**src/rtl/sorting_network_pipelined_pkg.sv**
```systemverilog
// Shared constants, direction type and stage-pairing helper for the sorting network.
// Optional index tracking is enabled with the SORT_INDEX_TRACK_EN macro.
package sort_pkg;

  localparam int NUM_INPUTS_MIN = 2;
  localparam int NUM_INPUTS_MAX = 32;

  typedef enum logic {
    SORT_ASC  = 1'b0,
    SORT_DESC = 1'b1
  } sort_dir_t;

  // Even stages pair (0,1),(2,3)...; odd stages pair (1,2),(3,4)...
  function automatic int pair_offset(input int stage);
    return stage % 2;
  endfunction

endpackage

```
**src/rtl/sorting_network_pipelined_if.sv**
```systemverilog
// Stream interface of the sorting network: unsorted vectors in, sorted vectors out.
// m_index exists only when SORT_INDEX_TRACK_EN is defined.
interface sorting_network_pipelined_if #(
  parameter int DATA_WIDTH = 8,
  parameter int NUM_INPUTS = 5
);
`ifdef SORT_INDEX_TRACK_EN
  localparam int IDX_W = $clog2(NUM_INPUTS);
`endif

  logic                             s_valid;
  logic                             s_ready;
  logic [NUM_INPUTS*DATA_WIDTH-1:0] s_data;
  logic                             s_descending;
  logic                             m_valid;
  logic                             m_ready;
  logic [NUM_INPUTS*DATA_WIDTH-1:0] m_data;
  logic [DATA_WIDTH-1:0]            m_median;
`ifdef SORT_INDEX_TRACK_EN
  logic [NUM_INPUTS*IDX_W-1:0]      m_index;
`endif

  modport master (
    output s_valid, s_data, s_descending, m_ready,
    input  s_ready, m_valid, m_data, m_median
`ifdef SORT_INDEX_TRACK_EN
    , input m_index
`endif
  );

  modport slave (
    input  s_valid, s_data, s_descending, m_ready,
    output s_ready, m_valid, m_data, m_median
`ifdef SORT_INDEX_TRACK_EN
    , output m_index
`endif
  );

endinterface

```
**src/rtl/sorting_network_pipelined_cmp_exchange_cell.sv**
```systemverilog
// Combinational compare-exchange of two elements with direction control.
// With SORT_INDEX_TRACK_EN defined, position tags follow their data through the swap.
module cmp_exchange_cell
  import sort_pkg::*;
#(
  parameter int DATA_WIDTH = 8
`ifdef SORT_INDEX_TRACK_EN
  , parameter int IDX_W = 3
`endif
) (
  input  logic [DATA_WIDTH-1:0] a,
  input  logic [DATA_WIDTH-1:0] b,
  input  sort_dir_t             dir,
  output logic [DATA_WIDTH-1:0] lo,
  output logic [DATA_WIDTH-1:0] hi
`ifdef SORT_INDEX_TRACK_EN
  , input  logic [IDX_W-1:0]    a_idx
  , input  logic [IDX_W-1:0]    b_idx
  , output logic [IDX_W-1:0]    lo_idx
  , output logic [IDX_W-1:0]    hi_idx
`endif
);

  logic swap;

  // Strict comparison only, so equal elements never trade places (stable sort).
  always_comb begin
    swap = (dir == SORT_ASC) ? (a > b) : (a < b);
    lo   = swap ? b : a;
    hi   = swap ? a : b;
  end

`ifdef SORT_INDEX_TRACK_EN
  always_comb begin
    lo_idx = swap ? b_idx : a_idx;
    hi_idx = swap ? a_idx : b_idx;
  end
`endif

endmodule

```
**src/rtl/sorting_network_pipelined.sv**
```systemverilog
// Fully pipelined odd-even transposition sorter, NUM_INPUTS registered stages, global stall.
// Define SORT_INDEX_TRACK_EN to carry original input positions to m_index.
module sorting_network_pipelined
  import sort_pkg::*;
#(
  parameter int DATA_WIDTH = 8,
  parameter int NUM_INPUTS = 5
) (
  input  logic                    i_clk,
  input  logic                    i_aresetn,
  sorting_network_pipelined_if.slave bus
);

  if (NUM_INPUTS < NUM_INPUTS_MIN || NUM_INPUTS > NUM_INPUTS_MAX) begin : g_bad_num_inputs
    $error("sorting_network_pipelined: NUM_INPUTS=%0d outside 2..32", NUM_INPUTS);
  end

  typedef logic [DATA_WIDTH-1:0] elem_t;

  elem_t     stage_in  [NUM_INPUTS][NUM_INPUTS];
  elem_t     stage_out [NUM_INPUTS][NUM_INPUTS];
  elem_t     data_p    [NUM_INPUTS][NUM_INPUTS];
  sort_dir_t dir_in    [NUM_INPUTS];
  sort_dir_t dir_p     [NUM_INPUTS];
  logic      vld_p     [NUM_INPUTS];
  logic      stall;

`ifdef SORT_INDEX_TRACK_EN
  localparam int IDX_W = $clog2(NUM_INPUTS);
  typedef logic [IDX_W-1:0] idx_t;

  idx_t idx_in  [NUM_INPUTS][NUM_INPUTS];
  idx_t idx_out [NUM_INPUTS][NUM_INPUTS];
  idx_t idx_p   [NUM_INPUTS][NUM_INPUTS];
`endif

  assign stall       = vld_p[NUM_INPUTS-1] && !bus.m_ready;
  assign bus.s_ready = !stall;

  for (genvar s = 0; s < NUM_INPUTS; s++) begin : g_stage
    localparam int OFF = pair_offset(s);

    if (s == 0) begin : g_first
      assign dir_in[0] = sort_dir_t'(bus.s_descending);
      for (genvar k = 0; k < NUM_INPUTS; k++) begin : g_src
        assign stage_in[0][k] = bus.s_data[k*DATA_WIDTH +: DATA_WIDTH];
`ifdef SORT_INDEX_TRACK_EN
        assign idx_in[0][k]   = IDX_W'(k);
`endif
      end
    end else begin : g_next
      assign dir_in[s] = dir_p[s-1];
      for (genvar k = 0; k < NUM_INPUTS; k++) begin : g_src
        assign stage_in[s][k] = data_p[s-1][k];
`ifdef SORT_INDEX_TRACK_EN
        assign idx_in[s][k]   = idx_p[s-1][k];
`endif
      end
    end

    // Lane k owns a cell when it is the lower member of a pair; the upper member is driven
    // by that cell; anything else is an unpaired edge lane and passes straight through.
    for (genvar k = 0; k < NUM_INPUTS; k++) begin : g_lane
      if (k >= OFF && ((k - OFF) % 2 == 0) && (k + 1 < NUM_INPUTS)) begin : g_pair
        cmp_exchange_cell #(
          .DATA_WIDTH (DATA_WIDTH)
`ifdef SORT_INDEX_TRACK_EN
          , .IDX_W    (IDX_W)
`endif
        ) u_cell (
          .a      (stage_in[s][k]),
          .b      (stage_in[s][k+1]),
          .dir    (dir_in[s]),
          .lo     (stage_out[s][k]),
          .hi     (stage_out[s][k+1])
`ifdef SORT_INDEX_TRACK_EN
          , .a_idx  (idx_in[s][k])
          , .b_idx  (idx_in[s][k+1])
          , .lo_idx (idx_out[s][k])
          , .hi_idx (idx_out[s][k+1])
`endif
        );
      end else if (!(k > OFF && ((k - OFF) % 2 == 1))) begin : g_pass
        assign stage_out[s][k] = stage_in[s][k];
`ifdef SORT_INDEX_TRACK_EN
        assign idx_out[s][k]   = idx_in[s][k];
`endif
      end
    end
  end

  // Stage registers: everything advances together unless the output is blocked.
  always_ff @(posedge i_clk) begin
    if (!i_aresetn) begin
      for (int i = 0; i < NUM_INPUTS; i++) begin
        vld_p[i] <= 1'b0;
        dir_p[i] <= SORT_ASC;
        for (int j = 0; j < NUM_INPUTS; j++) begin
          data_p[i][j] <= '0;
`ifdef SORT_INDEX_TRACK_EN
          idx_p[i][j]  <= '0;
`endif
        end
      end
    end else if (!stall) begin
      vld_p[0] <= bus.s_valid;
      for (int i = 1; i < NUM_INPUTS; i++) begin
        vld_p[i] <= vld_p[i-1];
      end
      for (int i = 0; i < NUM_INPUTS; i++) begin
        dir_p[i] <= dir_in[i];
        for (int j = 0; j < NUM_INPUTS; j++) begin
          data_p[i][j] <= stage_out[i][j];
`ifdef SORT_INDEX_TRACK_EN
          idx_p[i][j]  <= idx_out[i][j];
`endif
        end
      end
    end
  end

  assign bus.m_valid  = vld_p[NUM_INPUTS-1];
  assign bus.m_median = data_p[NUM_INPUTS-1][NUM_INPUTS/2];

  for (genvar k = 0; k < NUM_INPUTS; k++) begin : g_out
    assign bus.m_data[k*DATA_WIDTH +: DATA_WIDTH] = data_p[NUM_INPUTS-1][k];
`ifdef SORT_INDEX_TRACK_EN
    assign bus.m_index[k*IDX_W +: IDX_W]          = idx_p[NUM_INPUTS-1][k];
`endif
  end

endmodule

```
**src/flat_wrapper.sv**
```systemverilog
// flat-port wrapper written by rule: the top's interface ports become plain ports
module sorting_network_pipelined_flat import sort_pkg::*;
#(
  parameter int DATA_WIDTH = 8,
  parameter int NUM_INPUTS = 5
)
  (i_clk, i_aresetn, bus_s_valid, bus_s_data, bus_s_descending, bus_m_ready, bus_s_ready, bus_m_valid, bus_m_data, bus_m_median);
  sorting_network_pipelined_if #(.DATA_WIDTH(DATA_WIDTH), .NUM_INPUTS(NUM_INPUTS)) bus_i ();
  input  logic i_clk;
  input  logic i_aresetn;
  input wire logic [$bits(bus_i.s_valid)-1:0] bus_s_valid;
  input wire logic [$bits(bus_i.s_data)-1:0] bus_s_data;
  input wire logic [$bits(bus_i.s_descending)-1:0] bus_s_descending;
  input wire logic [$bits(bus_i.m_ready)-1:0] bus_m_ready;
  output wire logic [$bits(bus_i.s_ready)-1:0] bus_s_ready;
  output wire logic [$bits(bus_i.m_valid)-1:0] bus_m_valid;
  output wire logic [$bits(bus_i.m_data)-1:0] bus_m_data;
  output wire logic [$bits(bus_i.m_median)-1:0] bus_m_median;
  assign bus_i.s_valid = bus_s_valid;
  assign bus_i.s_data = bus_s_data;
  assign bus_i.s_descending = bus_s_descending;
  assign bus_i.m_ready = bus_m_ready;
  assign bus_s_ready = bus_i.s_ready;
  assign bus_m_valid = bus_i.m_valid;
  assign bus_m_data = bus_i.m_data;
  assign bus_m_median = bus_i.m_median;
  sorting_network_pipelined #(.DATA_WIDTH(DATA_WIDTH), .NUM_INPUTS(NUM_INPUTS)) u_core (.i_clk(i_clk), .i_aresetn(i_aresetn), .bus(bus_i));
endmodule
```
**config.mk**
```make
export PLATFORM = sky130hd
export DESIGN_NAME = sorting_network_pipelined_flat
export DESIGN_NICKNAME = d
export VERILOG_FILES = /design/src/rtl/sorting_network_pipelined_pkg.sv /design/src/rtl/sorting_network_pipelined_if.sv /design/src/rtl/sorting_network_pipelined_cmp_exchange_cell.sv /design/src/rtl/sorting_network_pipelined.sv /design/src/flat_wrapper.sv
export SDC_FILE = /design/constraint.sdc
export NUM_CORES = 1
export LEC_CHECK = 0
export CAP_MARGIN = 20
export CORE_MARGIN = 2
export CORE_UTILIZATION = 57
export DETAILED_ROUTE_END_ITERATION = 7
export GPL_TIMING_DRIVEN = 0
export PLACE_DENSITY = 0.78
export SLEW_MARGIN = 10
export SYNTH_ARGS = -nofsm -noshare
export SYNTH_HDL_FRONTEND = slang
export SYNTH_SLANG_ARGS = --single-unit
```
**constraint.sdc**
```tcl
create_clock -name i_clk -period 10.11 [get_ports i_clk]
set_input_delay 2.022 -clock i_clk [delete_from_list [all_inputs] [get_ports i_clk]]
set_output_delay 2.022 -clock i_clk [all_outputs]
set_load 0.05 [all_outputs]
```
==> results.md <==
* PnR Total Power at 2840 uW
* CTS tree: done
* Pins over their slew limit at 0
* Max_cap viols at 0
* Synthesis Warnings at 0
* Crit path max fanout at 10
* Layout cell share with drive strength beyond 1 at 8.10%
* Final worst slack at 4020 ps
* H-tree Lvls at 1
* Final Hold Vio Count at 0
* Worst EP required at ~8100 ps
* Post-route clock skew at 11.1 ps
* FF+latch area at 6280 um2
* Final Util at 68.4%
* Die X-Extent at 147 um
* Post-synth EDFFs at 209
* Top_reg_cell synth: edfxtp_1
* Min Hold Slack at 545 ps
* Top cell type by total area after synthesis: edfxtp_1
* Syn Area/Cell at 12.3 um2
* Arrival time worst endpoint at 4060 ps
* Vias at 7,247
* Clock-pin transition on the worst setup and hold timing paths at 60 ps
* Syn nets at 1,069
* # resized after CTS at 0
* Via density at 5.34
* Asr flop ratio synth at 0%
* Starting DRT DRC Count at 417
* Flop2flop setup slack at just over 7000 ps
* DR WL/cell at about 16 um
* Unrepaired setup endpoints after global routing: no
* Multi-input gate area at 4700 um2
* CTS root buffer: clkbuf_16
* Routed WL at around 21,000 um
* Worst Max-Slew Pin Slew at 759 ps
* Largest net degree at the start of global routing at 21
* Main area contributors after synthesis: edfxtp_1 (54%), mux2i_1 (14%), ha_1 (8.6%)
* Routability Congestion at 0.854
* Outcome: finished, final reports clean
* CTS Hold Bufs at 0
* Hold Crit Class: reg2reg
* Crit path kind: in2out
* NumNets Final at 1,198
* Starting Density at a little under three fifths
* Cell Rows at 52
* Final Setup Violations at 0
* CP endpoint: bus_s_ready
* Worst slack at placement at 4030 ps
* DRC at 0
* Post-synthesis sequential area ratio at 54.2%
* Post-CTS Setup Bufs at 0
* Num ports at 95
* I/O Buffers at 94
* Area delta synth->final at 18.8%
* Synthesized instance count at ~940
* Unique masters post-synth at 29
* Initial antenna violation count at 0
* Die Y at 147 um
* Post-route setup TNS at 0 ps
* DRT antenna net count at 0
* IR drop worst, VDD at 0.109 mV
* Setup crit end kind: output pin
* First-pass DRT Iterations at 5
* Ratio of final minimum period to clock period at 60.2%
* Seq cells post-synth at about 210
* Antenna Diode Count at 0
* Vias in the first global route at 7,052
* Pleak at 0.00615 uW
* Clock buffer depth at 3
* Critical Path Start: bus_m_ready
* Fill cells at 1,458
* Minimum clock period at between 6000 and 7000 ps
* Worst-Skew Late Latency at 490 ps
* Cell with the most instances after synthesis: edfxtp_1
* Clock sinks at between 200 and 250
* Nature of the critical path startpoint: input pin
* Die area at between 20,000 and 25,000 um2
* Rel. slew slack at 49.4%
* Worst r2r path cells at 7
* Pwr Density at between 200 and 250 nW/um2
* Post-synth top cells: edfxtp_1 (209), nand2_1 (165), mux2i_1 (160)
* Critical R2R Capture: u_core.data_p[1][0]$_SDFFCE_PN0P_
* First-pass GRT wire length at 34,500 um
* CORE AREA at 20,100 um2
* Hold path startpoint: u_core.data_p[0][35]$_SDFFCE_PN0P_
* GRT Util Overall at 20.0%
* Reg2reg start: u_core.vld_p[0][4]$_SDFFCE_PN0P_
* Hpwl dp at 16,400 um
* Post-synthesis cell area at 11,600 um2
* GR Overflow Total at 0
* Fmax at 164 MHz
* Top cell type's share of synthesized area at 54.2%
* CTS buffer count at 21
## per-layer routing
metal | track usage (%) | wire, um | vias to the layer above
met5 | 0 | 0 | -
met4 | 6.50 | 597 | 0
met3 | 2.41 | 855 | 39
met2 | 36.8 | 10800 | 183
met1 | 24.6 | 8920 | 3330
li1 | - | - | 3695
## layout make-up
cell class	instances	share of cell area (%)
Sequential cell	209	45.6
Timing Repair Buffer	106	8.25
Clock buffer	26	3.96
Tap cell	270	2.46
Inverter	80	2.18
Clock inverter	11	1.14
Multi-Input combinational cell	602	34.2
Buffer	53	2.18
## cell families (layout without fill, tap and decap cells)
kind of cell | Yosys count | in the layout | share of synthesized area [%]
AO/OA/AOI/OAI | 75 | 75 | 6.11
adder cells (fa/ha/maj) | 80 | 80 | 8.65
buffers and inverters | 133 | 276 | 5.19
flip-flops | 209 | 209 | 54.2
multiplexers | 160 | 160 | 13.8
AND/OR/NAND/NOR | 287 | 287 | 12.0
## critical path, stage by stage
cell             delay, ps
clkdlybuf4s50_1        470
nand2b_1               220
clkbuf_1               440
clkdlybuf4s50_1        900
## through the flow
step	cell area [um2]	cells
2_1_floorplan	11600	944
3_3_place_gp	12900	1308
3_5_place_dp	13000	1320
4_1_cts	13700	1357
5_1_grt	13700	1357
6_report	13700	1357
## registers in the layout, summed over array words and instances, names as in the netlist
name	count
u_core.data_p	200
u_core.dir_p	4
u_core.vld_p	5
## cells in the final DEF, fill, tap and decap left out
master           instances
a211oi_1                10
nor2b_1                 10
nand2_1                165
clkbuf_2                 2
buf_2                   10
clkinvlp_4               1
a21oi_1                 20
edfxtp_1               209
o211ai_1                10
buf_16                   1
clkdlybuf4s50_1         94
nor2_1                  10
nor3_1                   5
inv_1                   80
buf_4                    8
and2_1                   6
ha_1                    80
a311oi_4                 5
buf_8                   16
clkinv_1                 1
and3_4                   5
a211o_1                  5
and3_1                  49
clkbuf_16               21
mux2i_1                160
clkinv_2                 5
bufinv_16                4
nor3_2                   5
nand4_1                 20
nand2b_1                 6
a221oi_4                 5
o21a_1                   5
nand3b_1                 1
clkbuf_1                33
nand3_1                  5
a21o_1                  15
## worst min-delay path by stage
stage | to | slack, ps | depth (start not counted)
floorplan | u_core.data_p[1][32]$_SDFFCE_PN0P_ | 530 | 1
global placement | u_core.data_p[1][35]$_SDFFCE_PN0P_ | 530 | 1
detailed placement | u_core.vld_p[0][4]$_SDFFCE_PN0P_ | 540 | 1
CTS | u_core.data_p[1][35]$_SDFFCE_PN0P_ | 550 | 1
global route | u_core.data_p[4][6]$_SDFFCE_PN0P_ | 560 | 1
finish | u_core.data_p[1][35]$_SDFFCE_PN0P_ | 550 | 1
## report_power, final
group / leakage, uW / internal [uW] / switching (uW)
logic: 0.00329 / 442 / 503
clock network: 0.000342 / 484 / 302
registers: 0.00251 / 1060 / 50.2
Power figures use the tool's default switching activity.
